$ cat src/rtl/level_meter_pkg.sv
// Shared level-meter types: FSM encoding, percent range, default calibration points.
// Pure declarations; no latency or flow control of its own.
// Imported by the calibrator, its bus interface and the display path.
package level_meter_pkg;

  typedef enum logic [2:0] {
    IDLE,
    CAPTURE,
    CHECK,
    SETUP,
    DIV,
    DONE
  } calState_t;

  localparam int PCT_W   = 7;
  localparam int PCT_MAX = 100;
  localparam int CAL_LOW = 0;

  // Default high point is full scale for the given sample width.
  function automatic int defaultCalHigh(input int w);
    return (1 << w) - 1;
  endfunction

endpackage

$ cat src/rtl/level_calibrator_if.sv
// Bus between the debouncer/ADC sampler side and the level calibrator.
// Wires only; strobes are single-cycle with no backpressure.
// master drives buttons and samples, slave is the calibrator.
interface level_calibrator_if #(
  parameter int W = 12
);
  import level_meter_pkg::*;

  logic             sample_valid;
  logic [W-1:0]     sample;
  logic             reset_button_out;
  logic             saveH_button_out;
  logic             saveL_button_out;
  logic [PCT_W-1:0] level_pct;
  logic             level_valid;
  logic [W-1:0]     cal_low;
  logic [W-1:0]     cal_high;
  logic             cal_ok;
  logic             busy;

  modport master (
    output sample_valid, sample, reset_button_out, saveH_button_out, saveL_button_out,
    input  level_pct, level_valid, cal_low, cal_high, cal_ok, busy
  );

  modport slave (
    input  sample_valid, sample, reset_button_out, saveH_button_out, saveL_button_out,
    output level_pct, level_valid, cal_low, cal_high, cal_ok, busy
  );

endinterface

$ cat src/rtl/level_calibrator_seq_divider.sv
// Restoring divider, one quotient bit per cycle: quot = num / den, truncated.
// done pulses NW cycles after start (first bit is resolved in the start cycle).
// No backpressure; a new start restarts and discards any division in flight.
module seq_divider #(
  parameter int NW = 19,
  parameter int DW = 12
) (
  input  logic          clk_100MHz,
  input  logic          reset,
  input  logic          start,
  input  logic [NW-1:0] num,
  input  logic [DW-1:0] den,
  output logic          done,
  output logic [NW-1:0] quot
);

  localparam int CW = $clog2(NW + 1);

  logic [DW-1:0] rem, remIn, stepRem;
  logic [NW-1:0] q, qIn, stepQ;
  logic [DW-1:0] d, dIn;
  logic [DW:0]   shifted, diff;
  logic [CW-1:0] cnt;

  // One restoring step, applied to fresh operands on start or to the running state.
  always_comb begin
    remIn   = start ? '0  : rem;
    qIn     = start ? num : q;
    dIn     = start ? den : d;
    shifted = {remIn, qIn[NW-1]};
    diff    = shifted - {1'b0, dIn};
    if (shifted >= {1'b0, dIn}) begin
      stepRem = diff[DW-1:0];
      stepQ   = {qIn[NW-2:0], 1'b1};
    end else begin
      stepRem = shifted[DW-1:0];
      stepQ   = {qIn[NW-2:0], 1'b0};
    end
  end

  always_ff @(posedge clk_100MHz or posedge reset) begin
    if (reset) begin
      rem  <= '0;
      q    <= '0;
      d    <= '0;
      cnt  <= '0;
      done <= 1'b0;
    end else begin
      done <= 1'b0;
      if (start) begin
        rem  <= stepRem;
        q    <= stepQ;
        d    <= den;
        cnt  <= CW'(NW - 1);
        done <= (NW == 1);
      end else if (cnt != '0) begin
        rem <= stepRem;
        q   <= stepQ;
        cnt <= cnt - CW'(1);
        if (cnt == CW'(1)) done <= 1'b1;
      end
    end
  end

  assign quot = q;

endmodule

$ cat src/rtl/level_calibrator.sv
// Stores low/high calibration points and maps each raw sample to 0..100 % (LEVEL_CAL_AVG_EN averages captures).
// level_valid fires W+9 cycles after the accepted sample_valid, clamped cases included.
// No backpressure: samples outside IDLE are dropped; button pulses while busy are held as pending.
module level_calibrator
  import level_meter_pkg::*;
#(
  parameter int W        = 12,
  parameter int MIN_SPAN = 16,
  parameter int AVG_LOG2 = 3
) (
  input  logic            clk_100MHz,
  input  logic            reset,
  level_calibrator_if.slave bus
);

  localparam int NW = W + 7;

  calState_t state, nextState;

  logic             rstPrev, hPrev, lPrev;
  logic             rstEdge, hEdge, lEdge;
  logic             takeH, takeL;
  logic             pendH, pendL, capHigh;
  logic [W-1:0]     sampleReg, calLow, calHigh, sClamp;
  logic             calOk, levelValid;
  logic [PCT_W-1:0] levelPct;
  logic             capDone;
  logic [W-1:0]     capValue;
  logic             divStart, divDone;
  logic [NW-1:0]    divNum, divQuot;
  logic [W-1:0]     divDen;

  assign rstEdge = bus.reset_button_out & ~rstPrev;
  assign hEdge   = bus.saveH_button_out & ~hPrev;
  assign lEdge   = bus.saveL_button_out & ~lPrev;
  assign takeH   = hEdge | pendH;
  assign takeL   = lEdge | pendL;

  always_ff @(posedge clk_100MHz or posedge reset) begin
    if (reset) state <= IDLE;
    else       state <= nextState;
  end

  always_comb begin
    nextState = state;
    unique case (state)
      IDLE:    if (takeH || takeL)                    nextState = CAPTURE;
               else if (bus.sample_valid && calOk)    nextState = SETUP;
      CAPTURE: if (capDone)                           nextState = CHECK;
      CHECK:                                          nextState = IDLE;
      SETUP:                                          nextState = DIV;
      DIV:     if (divDone)                           nextState = DONE;
      DONE:                                           nextState = IDLE;
      default:                                        nextState = IDLE;
    endcase
    if (rstEdge) nextState = IDLE;
  end

`ifdef LEVEL_CAL_AVG_EN
  localparam int SUM_W = W + AVG_LOG2;
  logic [SUM_W-1:0]    capSum, capSumNext;
  logic [AVG_LOG2-1:0] capCnt;

  assign capSumNext = capSum + SUM_W'(bus.sample);
  assign capDone    = (state == CAPTURE) && bus.sample_valid && (capCnt == '1);
  assign capValue   = capSumNext[SUM_W-1:AVG_LOG2];

  always_ff @(posedge clk_100MHz or posedge reset) begin
    if (reset) begin
      capSum <= '0;
      capCnt <= '0;
    end else if (state != CAPTURE) begin
      capSum <= '0;
      capCnt <= '0;
    end else if (bus.sample_valid) begin
      capSum <= capSumNext;
      capCnt <= capCnt + AVG_LOG2'(1);
    end
  end
`else
  assign capDone  = (state == CAPTURE) && bus.sample_valid;
  assign capValue = bus.sample;
`endif

  always_comb begin
    sClamp = sampleReg;
    if (sampleReg < calLow)       sClamp = calLow;
    else if (sampleReg > calHigh) sClamp = calHigh;
  end

  assign divNum   = NW'(sClamp - calLow) * NW'(PCT_MAX);
  assign divDen   = calHigh - calLow;
  assign divStart = (state == SETUP) && !rstEdge;

  seq_divider #(.NW(NW), .DW(W)) uDiv (
    .clk_100MHz (clk_100MHz),
    .reset      (reset),
    .start      (divStart),
    .num        (divNum),
    .den        (divDen),
    .done       (divDone),
    .quot       (divQuot)
  );

  always_ff @(posedge clk_100MHz or posedge reset) begin
    if (reset) begin
      rstPrev    <= 1'b0;
      hPrev      <= 1'b0;
      lPrev      <= 1'b0;
      pendH      <= 1'b0;
      pendL      <= 1'b0;
      capHigh    <= 1'b0;
      sampleReg  <= '0;
      calLow     <= W'(CAL_LOW);
      calHigh    <= W'(defaultCalHigh(W));
      calOk      <= 1'b1;
      levelPct   <= '0;
      levelValid <= 1'b0;
    end else begin
      rstPrev    <= bus.reset_button_out;
      hPrev      <= bus.saveH_button_out;
      lPrev      <= bus.saveL_button_out;
      levelValid <= 1'b0;
      if (rstEdge) begin
        calLow  <= W'(CAL_LOW);
        calHigh <= W'(defaultCalHigh(W));
        calOk   <= 1'b1;
        pendH   <= 1'b0;
        pendL   <= 1'b0;
      end else begin
        if (state == IDLE) begin
          // High wins over low; a simultaneous low request is parked for the next pass.
          if (takeH) begin
            capHigh <= 1'b1;
            pendH   <= 1'b0;
            pendL   <= pendL | lEdge;
          end else if (takeL) begin
            capHigh <= 1'b0;
            pendL   <= 1'b0;
          end else if (bus.sample_valid && calOk) begin
            sampleReg <= bus.sample;
          end
        end else begin
          pendH <= pendH | hEdge;
          pendL <= pendL | lEdge;
        end
        if (capDone) begin
          if (capHigh) calHigh <= capValue;
          else         calLow  <= capValue;
        end
        if (state == CHECK)
          calOk <= ({1'b0, calHigh} > ({1'b0, calLow} + (W + 1)'(MIN_SPAN)));
        if (state == DIV && divDone) begin
          levelPct   <= (divQuot > NW'(PCT_MAX)) ? PCT_W'(PCT_MAX) : divQuot[PCT_W-1:0];
          levelValid <= 1'b1;
        end
      end
    end
  end

  assign bus.level_pct   = levelPct;
  assign bus.level_valid = levelValid;
  assign bus.cal_low     = calLow;
  assign bus.cal_high    = calHigh;
  assign bus.cal_ok      = calOk;
  assign bus.busy        = (state != IDLE);

endmodule

$ cat src/flat_wrapper.sv
// flat-port wrapper written by rule: the top's interface ports become plain ports
module level_calibrator_flat import level_meter_pkg::*;
#(
  parameter int W        = 12,
  parameter int MIN_SPAN = 16,
  parameter int AVG_LOG2 = 3
)
  (clk_100MHz, reset, bus_sample_valid, bus_sample, bus_reset_button_out, bus_saveH_button_out, bus_saveL_button_out, bus_level_pct, bus_level_valid, bus_cal_low, bus_cal_high, bus_cal_ok, bus_busy);
  level_calibrator_if #(.W(W)) bus_i ();
  input  logic clk_100MHz;
  input  logic reset;
  input wire logic [$bits(bus_i.sample_valid)-1:0] bus_sample_valid;
  input wire logic [$bits(bus_i.sample)-1:0] bus_sample;
  input wire logic [$bits(bus_i.reset_button_out)-1:0] bus_reset_button_out;
  input wire logic [$bits(bus_i.saveH_button_out)-1:0] bus_saveH_button_out;
  input wire logic [$bits(bus_i.saveL_button_out)-1:0] bus_saveL_button_out;
  output wire logic [$bits(bus_i.level_pct)-1:0] bus_level_pct;
  output wire logic [$bits(bus_i.level_valid)-1:0] bus_level_valid;
  output wire logic [$bits(bus_i.cal_low)-1:0] bus_cal_low;
  output wire logic [$bits(bus_i.cal_high)-1:0] bus_cal_high;
  output wire logic [$bits(bus_i.cal_ok)-1:0] bus_cal_ok;
  output wire logic [$bits(bus_i.busy)-1:0] bus_busy;
  assign bus_i.sample_valid = bus_sample_valid;
  assign bus_i.sample = bus_sample;
  assign bus_i.reset_button_out = bus_reset_button_out;
  assign bus_i.saveH_button_out = bus_saveH_button_out;
  assign bus_i.saveL_button_out = bus_saveL_button_out;
  assign bus_level_pct = bus_i.level_pct;
  assign bus_level_valid = bus_i.level_valid;
  assign bus_cal_low = bus_i.cal_low;
  assign bus_cal_high = bus_i.cal_high;
  assign bus_cal_ok = bus_i.cal_ok;
  assign bus_busy = bus_i.busy;
  level_calibrator #(.W(W), .MIN_SPAN(MIN_SPAN), .AVG_LOG2(AVG_LOG2)) u_core (.clk_100MHz(clk_100MHz), .reset(reset), .bus(bus_i));
endmodule
$ cat config.mk
export PLATFORM = sky130hd
export DESIGN_NAME = level_calibrator_flat
export DESIGN_NICKNAME = d
export VERILOG_FILES = /design/src/rtl/level_meter_pkg.sv /design/src/rtl/level_calibrator_if.sv /design/src/rtl/level_calibrator_seq_divider.sv /design/src/rtl/level_calibrator.sv /design/src/flat_wrapper.sv
export SDC_FILE = /design/constraint.sdc
export NUM_CORES = 1
export LEC_CHECK = 0
export BUFFER_PORTS_ARGS = -buffer_cell sky130_fd_sc_hd__buf_2
export CAP_MARGIN = 25
export CORE_ASPECT_RATIO = 0.6
export CORE_MARGIN = 2
export CORE_UTILIZATION = 31
export DETAILED_ROUTE_END_ITERATION = 10
export PLACE_DENSITY = 0.5
export SLEW_MARGIN = 20
export SYNTH_ARGS = -nofsm -noshare
export SYNTH_HDL_FRONTEND = slang
export SYNTH_SLANG_ARGS = --single-unit
$ cat constraint.sdc
create_clock -name clk_100MHz -period 18.7 [get_ports clk_100MHz]
set_input_delay 0.935 -clock clk_100MHz [delete_from_list [all_inputs] [get_ports clk_100MHz]]
set_output_delay 0.935 -clock clk_100MHz [all_outputs]
set_load 0.02 [all_outputs]
==> key figures, run 1 <==
Critical path
  • WP data arrival: roughly 9800 ps
  • Gate family responsible for the most delay along the worst path: compound AO/OA/AOI/OAI gates
  • Cell repeated most along the worst path: sky130_fd_sc_hd__ha_1
  • Slowest library cell on the worst path: sky130_fd_sc_hd__o21a_1
  • Maximum fanout along the worst path: 12
  • Sort of element at the end of the critical path: register
  • Register-to-register setup slack: 9200 ps
  • Required time of the worst setup path: between 15,000 and 20,000 ps
  • Kind of launch point of the worst setup path: register
  • Worst path buffer plus inverter count: 4
  • Delay of the slowest cell on the worst path: about 630 ps
  • Startpoint-to-endpoint class of the critical path: register to register

Yosys
  • Number of synthesized register bits: 103
  • Dominant cells by area after synthesis: sky130_fd_sc_hd__dfrtp_1 (27%), sky130_fd_sc_hd__ha_1 (16%), sky130_fd_sc_hd__mux2i_1 (5.0%), sky130_fd_sc_hd__inv_1 (4.4%), sky130_fd_sc_hd__dfstp_2 (4.0%)
  • Netlist area before placement: between 8000 and 9000 um2
  • Unique cell type count in the Yosys netlist: between 70 and 80
  • Prevailing post-synth register cell: sky130_fd_sc_hd__dfrtp_1
  • Avg Synthesized Cell Area: roughly 9.2 um2
  • Number of nets produced by synthesis: 1,057
  • Synth top area share: 26.7%
  • Post-synthesis instance total: around 920
  • Post-synth top area cell: sky130_fd_sc_hd__dfrtp_1
  • Synth cell count leaders: sky130_fd_sc_hd__ha_1 (106), sky130_fd_sc_hd__inv_1 (100), sky130_fd_sc_hd__dfrtp_1 (90)
  • Share of flip-flops with an asynchronous set or reset after synthesis: 100%
  • Synth warnings: 0
  • Number of flops mapped to enable cells by yosys: 0
  • Register area share after synthesis: 30.7%
  • Most repeated cell in the gate-level netlist after synthesis: sky130_fd_sc_hd__ha_1

STA
  • Max Clk Rate: ~0.11 GHz
  • Final number of hold-violating endpoints: 0
  • RSZ-0062 raised after global routing: no
  • Measured slew at the worst slew-check pin: a little under 1000 ps
  • Post-route minimum period: between 9000 and 10,000 ps
  • Final setup viols: 0
  • Final worst-path cycle share: about half
  • Max-slew violation total from the final report: 0
  • Worst clock skew: between 10 and 15 ps
  • Worst max-slew margin expressed relative to the limit: between 30 and 40%
  • TNS Setup: 0 ps

Detailed routing
  • Residual DRC count: 0
  • Wire length after detailed routing: approximately 21,000 um
  • Via Count: approximately 6,600
  • Routed length per placed instance: ~16 um
  • Residual antenna-violating net count after detailed routing: 0
  • Post-DR vias/cell: 4.97
  • Detailed Routing Iterations Pass 1: 4
  • Starting DRC count in detailed routing: just over 400

Place
  • Final weighted congestion in routability-driven placement: 0.859
  • Hpwl dp: approximately 16,000 um
  • Input/output buffers: 51

Layout
  • Number of nets in the layout: roughly 1,100
  • Register cell area after layout: around 2600 um2
  • Layout area overhead: 11.3%
  • Diodes inserted: 0
  • Number of fillers in the final layout: 2,756
  • Fraction of layout cells with a size suffix above 1: between 10% and 20%
  • Combined area of the multi-input logic cells: between 5000 and 6000 um2

Clock network
  • Count of instances resized after the clock tree is built: 0
  • Number of buffers on the longest clock path: 2
  • Number of buffers added by the clock tree synthesis step: 9
  • H-Tree Level Count: 3
  • TritonCTS clock tree: built
  • Clock net sink count: 103
  • Post-CTS setup repair buffer count: 0
  • Count of hold-fix buffers inserted at cts: 0
  • Library cell used as clock root buffer: sky130_fd_sc_hd__clkbuf_16
  • Clock transition at the registers of the reported paths: 80 ps
  • Clk_lat worst skew: 390 ps

Worst hold path
  • Hold WC Path Type: register to register

Die
  • Initial Util: 31.7%
  • I/O pin cnt: 52
  • Die area: 28,600 um2
  • Horizontal die dimension: 217 um
  • Area of the core region: 26,600 um2
  • Std cell rows: between 40 and 50
  • DIE HEIGHT: approximately 130 um

Run
  • Number of maximum-capacitance violations: 0

GRT
  • Sum of overflow across all layers after global routing: 0
  • Global-route wire length before repair: roughly 35,000 um
  • Global-route usage over all layers: between 15 and 20%
  • Number of global-route vias before repair: roughly 6,300
  • Number of antenna violations at the first check in global routing: 0
  • Pin count of the biggest net entering global routing: 64

Run status
  • Result of the run: finished, final reports clean
## cells in the final DEF, fill, tap and decap left out, types with 16 or more instances in the layout
cell / n
sky130_fd_sc_hd__ha_1: 106
sky130_fd_sc_hd__inv_1: 99
sky130_fd_sc_hd__dfrtp_1: 90
sky130_fd_sc_hd__nand2_1: 87
sky130_fd_sc_hd__nor2_1: 64
sky130_fd_sc_hd__buf_2: 51
sky130_fd_sc_hd__a21oi_1: 44
sky130_fd_sc_hd__mux2i_1: 42
sky130_fd_sc_hd__xnor2_1: 36
sky130_fd_sc_hd__o21ai_0: 27
sky130_fd_sc_hd__a21o_1: 24
sky130_fd_sc_hd__nor3_1: 22
sky130_fd_sc_hd__nand3_1: 21
sky130_fd_sc_hd__a31oi_1: 17
sky130_fd_sc_hd__mux2_2: 16
## logic make-up (layout without fill, tap and decap cells)
| logic type | count (synthesis) | count (layout) | synth area share [%] |
|---|---|---|---|
| buf+inv | 128 | 174 | 5.99 |
| mux | 59 | 59 | 7.25 |
| compound gates | 198 | 198 | 16.7 |
| fa+ha+maj | 121 | 121 | 19.3 |
| simple gates | 258 | 258 | 14.8 |
| xor+xnor | 51 | 51 | 5.29 |
| flops | 103 | 103 | 30.7 |
## per-layer routing
layer	vias up	part of all wire, %	track usage [%]	wire (um)
li1	3295	-	-	-
met1	3185	58	25.6	12400
met2	87	37	20.0	7810
met3	12	4.3	3.53	908
met4	0	1.0	3.58	212
met5	-	0	0	0
## worst register-to-register path, delay by kind of cell (launching register included)
kind,cells,cell delay (ps)
adder cells (fa/ha/maj),8,2560
XOR/XNOR,4,700
flip-flops,1,590
AND/OR/NAND/NOR,7,1250
buffers and inverters,4,230
multiplexers,2,750
AO/OA/AOI/OAI,14,3320
## layout make-up
| cell class | count | share of cell area (%) |
|---|---|---|
| clock buffers | 9 | 2.40 |
| clock inverters | 7 | 0.986 |
| inverters | 101 | 4.08 |
| multi-input cells | 687 | 56.9 |
| flip-flops and latches | 103 | 27.6 |
| well taps | 360 | 4.79 |
| repair buffers | 57 | 3.20 |
## sequential cells by signal, summed over array words and instances (netlist names)
signal / cells
u_core.bus.cal_high: 12
u_core.bus.cal_low: 12
u_core.bus.cal_ok: 1
u_core.bus.level_pct: 7
u_core.bus.level_valid: 1
u_core.capHigh: 1
u_core.hPrev: 1
u_core.lPrev: 1
u_core.pendH: 1
u_core.pendL: 1
u_core.rstPrev: 1
u_core.sampleReg: 12
u_core.state: 3
u_core.uDiv.cnt: 5
u_core.uDiv.d: 12
u_core.uDiv.done: 1
u_core.uDiv.quot: 19
u_core.uDiv.rem: 12
## path summary, 6_finish.rpt
check	startpoint	to	depth (start not counted)
worst max-delay path	u_core.bus.cal_high[10]	u_core.uDiv.rem[8]	39
worst min-delay path	u_core.uDiv.d[3]	u_core.uDiv.d[3]	2
worst max register to register	u_core.bus.cal_high[10]	u_core.uDiv.rem[8]	39
worst min register to register	u_core.uDiv.d[3]	u_core.uDiv.d[3]	2
max in group asynchronous	reset	u_core.uDiv.quot[11]	3
min in group asynchronous	reset	u_core.lPrev	2
## per-stage QoR
stage | utilization (%) | instance area (um2) | hold WS (ps) | setup slack [ps] | cells
finish | 35.3 | 9390 | 471 | 9200 | 1324
global route | 35.3 | 9390 | 503 | 8580 | 1324
CTS | 35.3 | 9390 | 476 | 9210 | 1324
detailed placement | 34.1 | 9080 | 455 | 9290 | 1308
global placement | 34.1 | 9080 | 451 | 9430 | 1308
floorplan | - | 8440 | 434 | 10490 | 918
Power of run 1 is left out: the tool's default activity adds up to more than one toggle a clock period on the data nets, which glitch-free logic cannot reach.
==> inputs of run 2 (changes only) <==
- clock period: 18.7 -> 9.7 ns (I/O delays scaled with it)
==> run 2 against run 1 <==
Against the previous run:
- register-to-register slack lost 8600 ps
- flip-flop and latch count unchanged
- worst hold slack got worse by 310 ps
- first-iteration DRC count rose by 3.2%
- non-clock buffer count up 2
- critical path type unchanged
- critical endpoint unchanged
- largest cell class unchanged
==> key figures, run 2 (synthesis gave the netlist of run 1 again) <==
STA
  • Final setup viols: 0
  • Worst max-slew margin expressed relative to the limit: between 30% and 40%
  • Final number of hold-violating endpoints: 0
  • Final worst setup slack: about 600 ps
  • Max Clk Rate: about 0.11 GHz
  • Worst-case hold slack: about 160 ps
  • Final worst-path cycle share: between 90% and 100%
  • Post-route minimum period: 9100 ps
  • Max-slew violation total from the final report: 0
  • Measured slew at the worst slew-check pin: 979 ps
  • Worst clock skew: 11.2 ps

Detailed routing
  • Starting DRC count in detailed routing: 421
  • Wire length after detailed routing: about 21,000 um
  • Residual DRC count: 0
  • Routed length per placed instance: 16.0 um
  • Via Count: ~6,500
  • Residual antenna-violating net count after detailed routing: 0
  • Detailed Routing Iterations Pass 1: 5
  • Post-DR vias/cell: a little under 5

GRT
  • Global-route usage over all layers: 15.7%
  • Number of global-route vias before repair: roughly 6,400
  • Pin count of the biggest net entering global routing: 64
  • Sum of overflow across all layers after global routing: 0
  • Number of antenna violations at the first check in global routing: 0
  • Global-route wire length before repair: between 30,000 and 40,000 um

Layout
  • Fraction of layout cells with a size suffix above 1: about 14%
  • Number of nets in the layout: roughly 1,100
  • Non-Filler Instances: ~1,300
  • Diodes inserted: 0
  • Layout area overhead: 11.5%
  • Most common cell after layout, fill and taps aside: sky130_fd_sc_hd__ha_1
  • Final Cell Area: roughly 9400 um2
  • Number of flip-flops under the largest register name: 19
  • Commonest cells after routing, fill and taps aside: sky130_fd_sc_hd__ha_1 (106), sky130_fd_sc_hd__inv_1 (99), sky130_fd_sc_hd__dfrtp_1 (90), sky130_fd_sc_hd__nand2_1 (87), sky130_fd_sc_hd__nor2_1 (64)

Clock network
  • Number of buffers added by the clock tree synthesis step: 9
  • Clk_lat worst skew: between 300 and 400 ps
  • Clock transition at the registers of the reported paths: 70 ps
  • Clock net sink count: between 100 and 150
  • Library cell used as clock root buffer: sky130_fd_sc_hd__clkbuf_16
  • H-Tree Level Count: 3
  • Count of hold-fix buffers inserted at cts: 0
  • Number of buffers on the longest clock path: 2
  • TritonCTS clock tree: built

Place
  • Input/output buffers: 51
  • Number of placed instances, taps included: between 1,000 and 1,500
  • Hpwl dp: around 17,000 um
  • Placement Setup Slack: ~580 ps
  • Final weighted congestion in routability-driven placement: around 0.9
  • Placed Area: ~9100 um2

Critical path
  • Required time of the worst setup path: between 9000 and 10,000 ps
  • WP data arrival: 9350 ps
  • Delay of the slowest cell on the worst path: 580 ps
  • Kind of launch point of the worst setup path: register
  • Path depth of the worst reg2reg path: 39
  • Slowest library cell on the worst path: sky130_fd_sc_hd__dfstp_2
  • Cell repeated most along the worst path: sky130_fd_sc_hd__ha_1
  • Sort of element at the end of the critical path: register
  • Maximum fanout along the worst path: 5
  • Startpoint-to-endpoint class of the critical path: register to register

Die
  • Die area: roughly 29,000 um2
  • Initial Util: 31.7%
  • Std cell rows: 46
  • DIE HEIGHT: roughly 130 um
  • I/O pin cnt: 52
  • Horizontal die dimension: 217 um
  • Area of the core region: 26,600 um2

Worst hold path
  • Hold WC Path Type: input pin to asynchronous set/reset pin

Run status
  • Result of the run: finished, final reports clean

Run
  • Number of maximum-capacitance violations: 0
run 2: per-stage QoR:
| step | utilization [%] | TNS, ps |
|---|---|---|
| after detailed placement | 34.2 | 0 |
| after global placement | 34.2 | 0 |
| after CTS | 35.2 | 0 |
| final | 35.4 | 0 |
| after floorplan | - | 0 |
| after global routing | 35.4 | -8.78 |
run 2: path summary, 6_finish.rpt:
kind | startpoint | endpoint | slack, ps
worst max register to register | u_core.bus.cal_high[11] | u_core.uDiv.rem[8] | 600
min in group clk_100MHz | bus_saveH_button_out | u_core.hPrev | 230
worst min register to register | u_core.uDiv.d[4] | u_core.uDiv.d[4] | 470
max in group asynchronous | reset | u_core.bus.level_pct[1] | 8300
worst max-delay path | u_core.bus.cal_high[11] | u_core.uDiv.rem[8] | 600
worst min-delay path | reset | u_core.lPrev | 160
run 2: timing repair:
item                       CTS  global route
setup endpoints to repair    0             5
resized for setup            0             7
buffers inserted             0             1
run 2: area by class of cell:
cell class	instances	area, um2
Fill cell	2778	17200
Multi-Input combinational cell	687	5380
Sequential cell	103	2590
Tap cell	360	450
Inverter	101	383
Timing Repair Buffer	59	315
Clock buffer	11	243
Clock inverter	5	40.0
run 2: worst max-delay path, delay by kind of cell, from the launching register on:
family / cells / cell delay (ps)
fa+ha+maj: 8 / 2580
xor+xnor: 4 / 670
mux: 2 / 680
flops: 1 / 580
buf+inv: 4 / 220
compound gates: 14 / 2950
simple gates: 7 / 1290
run 2: routing by layer:
metal	part of all wire (%)	vias to the layer above	GRT usage, %
li1	-	3294	-
met1	58	3113	25.5
met2	37	91	19.7
met3	5.1	12	4.22
met4	0.84	0	3.42
met5	0	-	0
Power of run 2 is left out for the same reason.
==> inputs of run 3 (changes only) <==
- CORE_UTILIZATION: 31 -> 50
- PLACE_DENSITY: 0.5 -> 0.72
==> run 3 against run 2 <==
Against the previous run:
- setup slack got worse by 80 ps
- final cell count fell by 10%
- fmax down 0.87%
- flip-flop and latch count unchanged
- non-clock buffer count fell by 2
- routed wire length grew 0.46%
- final area shrank 1.6%
- clock-buffer cell count unchanged
==> key figures, run 3 (synthesis gave the netlist of run 1 again) <==
Clock network
  • Number of buffers added by the clock tree synthesis step: 9
  • Clock transition at the registers of the reported paths: roughly 80 ps
  • Number of buffers on the longest clock path: 2
  • Count of hold-fix buffers inserted at cts: 0
  • H-Tree Level Count: 3
  • TritonCTS clock tree: built
  • Clk_lat worst skew: between 300 and 400 ps
  • Clock net sink count: 103
  • Library cell used as clock root buffer: sky130_fd_sc_hd__clkbuf_16

STA
  • Post-route minimum period: 9180 ps
  • Final setup viols: 0
  • Measured slew at the worst slew-check pin: around 910 ps
  • Final worst-path cycle share: between 90 and 100%
  • TNS Setup: 0 ps
  • Final worst setup slack: approximately 520 ps
  • Worst max-slew margin expressed relative to the limit: a little under 40%
  • Worst clock skew: 10.2 ps
  • Final number of hold-violating endpoints: 0
  • Max-slew violation total from the final report: 0
  • Max Clk Rate: between 0.1 and 0.15 GHz

Place
  • Input/output buffers: between 50 and 60
  • Placement Setup Slack: 628 ps
  • Number of placed instances, taps included: about 1,200
  • Placed Area: between 8000 and 9000 um2
  • Hpwl dp: roughly 16,000 um
  • Final weighted congestion in routability-driven placement: between 1 and 1.5

Critical path
  • Slowest library cell on the worst path: sky130_fd_sc_hd__dfstp_2
  • Maximum fanout along the worst path: 6
  • Sort of element at the end of the critical path: register
  • WP data arrival: 9430 ps
  • Cell repeated most along the worst path: sky130_fd_sc_hd__ha_1
  • Delay of the slowest cell on the worst path: 600 ps
  • Required time of the worst setup path: just under 10,000 ps
  • Kind of launch point of the worst setup path: register
  • Startpoint-to-endpoint class of the critical path: register to register

Detailed routing
  • Post-DR vias/cell: just under 6
  • Residual DRC count: 0
  • Routed metal-1 wirelength: approximately 11,000 um
  • Residual antenna-violating net count after detailed routing: 0
  • Detailed Routing Iterations Pass 1: 4
  • Wire length after detailed routing: approximately 21,000 um
  • Met3 Routed Length: 1930 um
  • Via Count: between 6,000 and 7,000
  • Starting DRC count in detailed routing: 674
  • Top layer reached by signal wires: met4
  • Met2 wire length: between 8000 and 9000 um
  • Routed length per placed instance: between 15 and 20 um

Layout
  • Layout area overhead: 9.68%
  • Register cell area after layout: 2590 um2
  • Most common cell after layout, fill and taps aside: sky130_fd_sc_hd__ha_1
  • Diodes inserted: 0
  • Number of nets in the layout: roughly 1,100
  • Number of fillers in the final layout: roughly 1,400
  • Non-Filler Instances: between 1,000 and 1,500
  • Combined area of the multi-input logic cells: between 5000 and 6000 um2
  • Commonest cells after routing, fill and taps aside: sky130_fd_sc_hd__ha_1 (106), sky130_fd_sc_hd__inv_1 (99), sky130_fd_sc_hd__dfrtp_1 (90), sky130_fd_sc_hd__nand2_1 (87), sky130_fd_sc_hd__nor2_1 (64)
  • Number of flip-flops under the largest register name: 19
  • Final Cell Area: between 9000 and 10,000 um2
  • Fraction of layout cells with a size suffix above 1: between 10% and 20%

Die
  • I/O pin cnt: 52
  • DIE HEIGHT: between 100 and 150 um
  • Std cell rows: 36
  • Area of the core region: 16,400 um2
  • Initial Util: about half
  • Horizontal die dimension: ~170 um
  • Die area: 18,000 um2

GRT
  • Pin count of the biggest net entering global routing: 65
  • Global-route usage over all layers: about a quarter
  • Sum of overflow across all layers after global routing: 0
  • Global-route wire length before repair: 35,300 um
  • Number of antenna violations at the first check in global routing: 0
  • Number of global-route vias before repair: between 6,000 and 7,000

Run
  • Number of maximum-capacitance violations: 0

Run status
  • Result of the run: finished, final reports clean

Worst hold path
  • Hold WC Path Type: input pin to asynchronous set/reset pin
[run 3: cell count changes in the layout (fill, tap and decap cells not counted), moves of 2 or more]
| cell | before | now |
|---|---|---|
| sky130_fd_sc_hd__xnor2_2 | 2 | 0 |
| sky130_fd_sc_hd__a21oi_1 | 42 | 44 |
| sky130_fd_sc_hd__bufinv_16 | 0 | 3 |
| sky130_fd_sc_hd__buf_4 | 8 | 6 |
| sky130_fd_sc_hd__clkinvlp_4 | 3 | 1 |
| sky130_fd_sc_hd__xnor2_1 | 34 | 36 |
| sky130_fd_sc_hd__a21oi_2 | 3 | 1 |
[run 3: metrics by stage]
step	hold slack [ps]	util (%)
2_1_floorplan	434	-
3_3_place_gp	448	54.5
3_5_place_dp	458	54.5
4_1_cts	169	56.6
5_1_grt	182	56.6
6_report	157	56.6
[run 3: path summary, 6_finish.rpt]
kind | from | endpoint | slack, ps | cells past startpoint
setup reg to reg | u_core.bus.cal_high[11] | u_core.uDiv.rem[8] | 520 | 40
min in group clk_100MHz | bus_saveL_button_out | u_core.lPrev | 250 | 1
hold reg to reg | u_core.uDiv.d[3] | u_core.uDiv.d[3] | 470 | 2
setup / recovery | u_core.bus.cal_high[11] | u_core.uDiv.rem[8] | 520 | 40
hold / removal | reset | u_core.pendH | 160 | 2
max in group asynchronous | reset | u_core.uDiv.quot[12] | 8300 | 3
[run 3: critical path: cells and delay by family (launching register included)]
| kind | cells | cell delay, ps |
|---|---|---|
| mux | 2 | 670 |
| simple gates | 8 | 1240 |
| buf+inv | 4 | 240 |
| fa+ha+maj | 8 | 2610 |
| flops | 1 | 600 |
| xor+xnor | 4 | 640 |
| compound gates | 14 | 3090 |
[run 3: layout make-up]
class                      instances  share of cell area [%]
inverter                         101                    4.14
sequential                       103                    28.0
tap                              228                    3.08
timing repair buffer              57                    3.24
multi-input combinational        687                    57.8
clock buffer                      11                    2.51
clock inverter                     5                    1.15
[run 3: repair_timing]
item                                   in CTS  in global routing
buffers inserted                            0                  0
gates resized for setup                     0                  2
endpoints found under the hold margin       0                  0
setup endpoints to repair                   0                  5
[run 3: per-layer routing]
metal  track usage [%]  vias to the layer above
li1                  -                     3301
met1              41.2                     3380
met2              31.8                      211
met3              7.77                       12
met4              4.30                        0
met5                 0                        -
Power of run 3 is left out for the same reason.
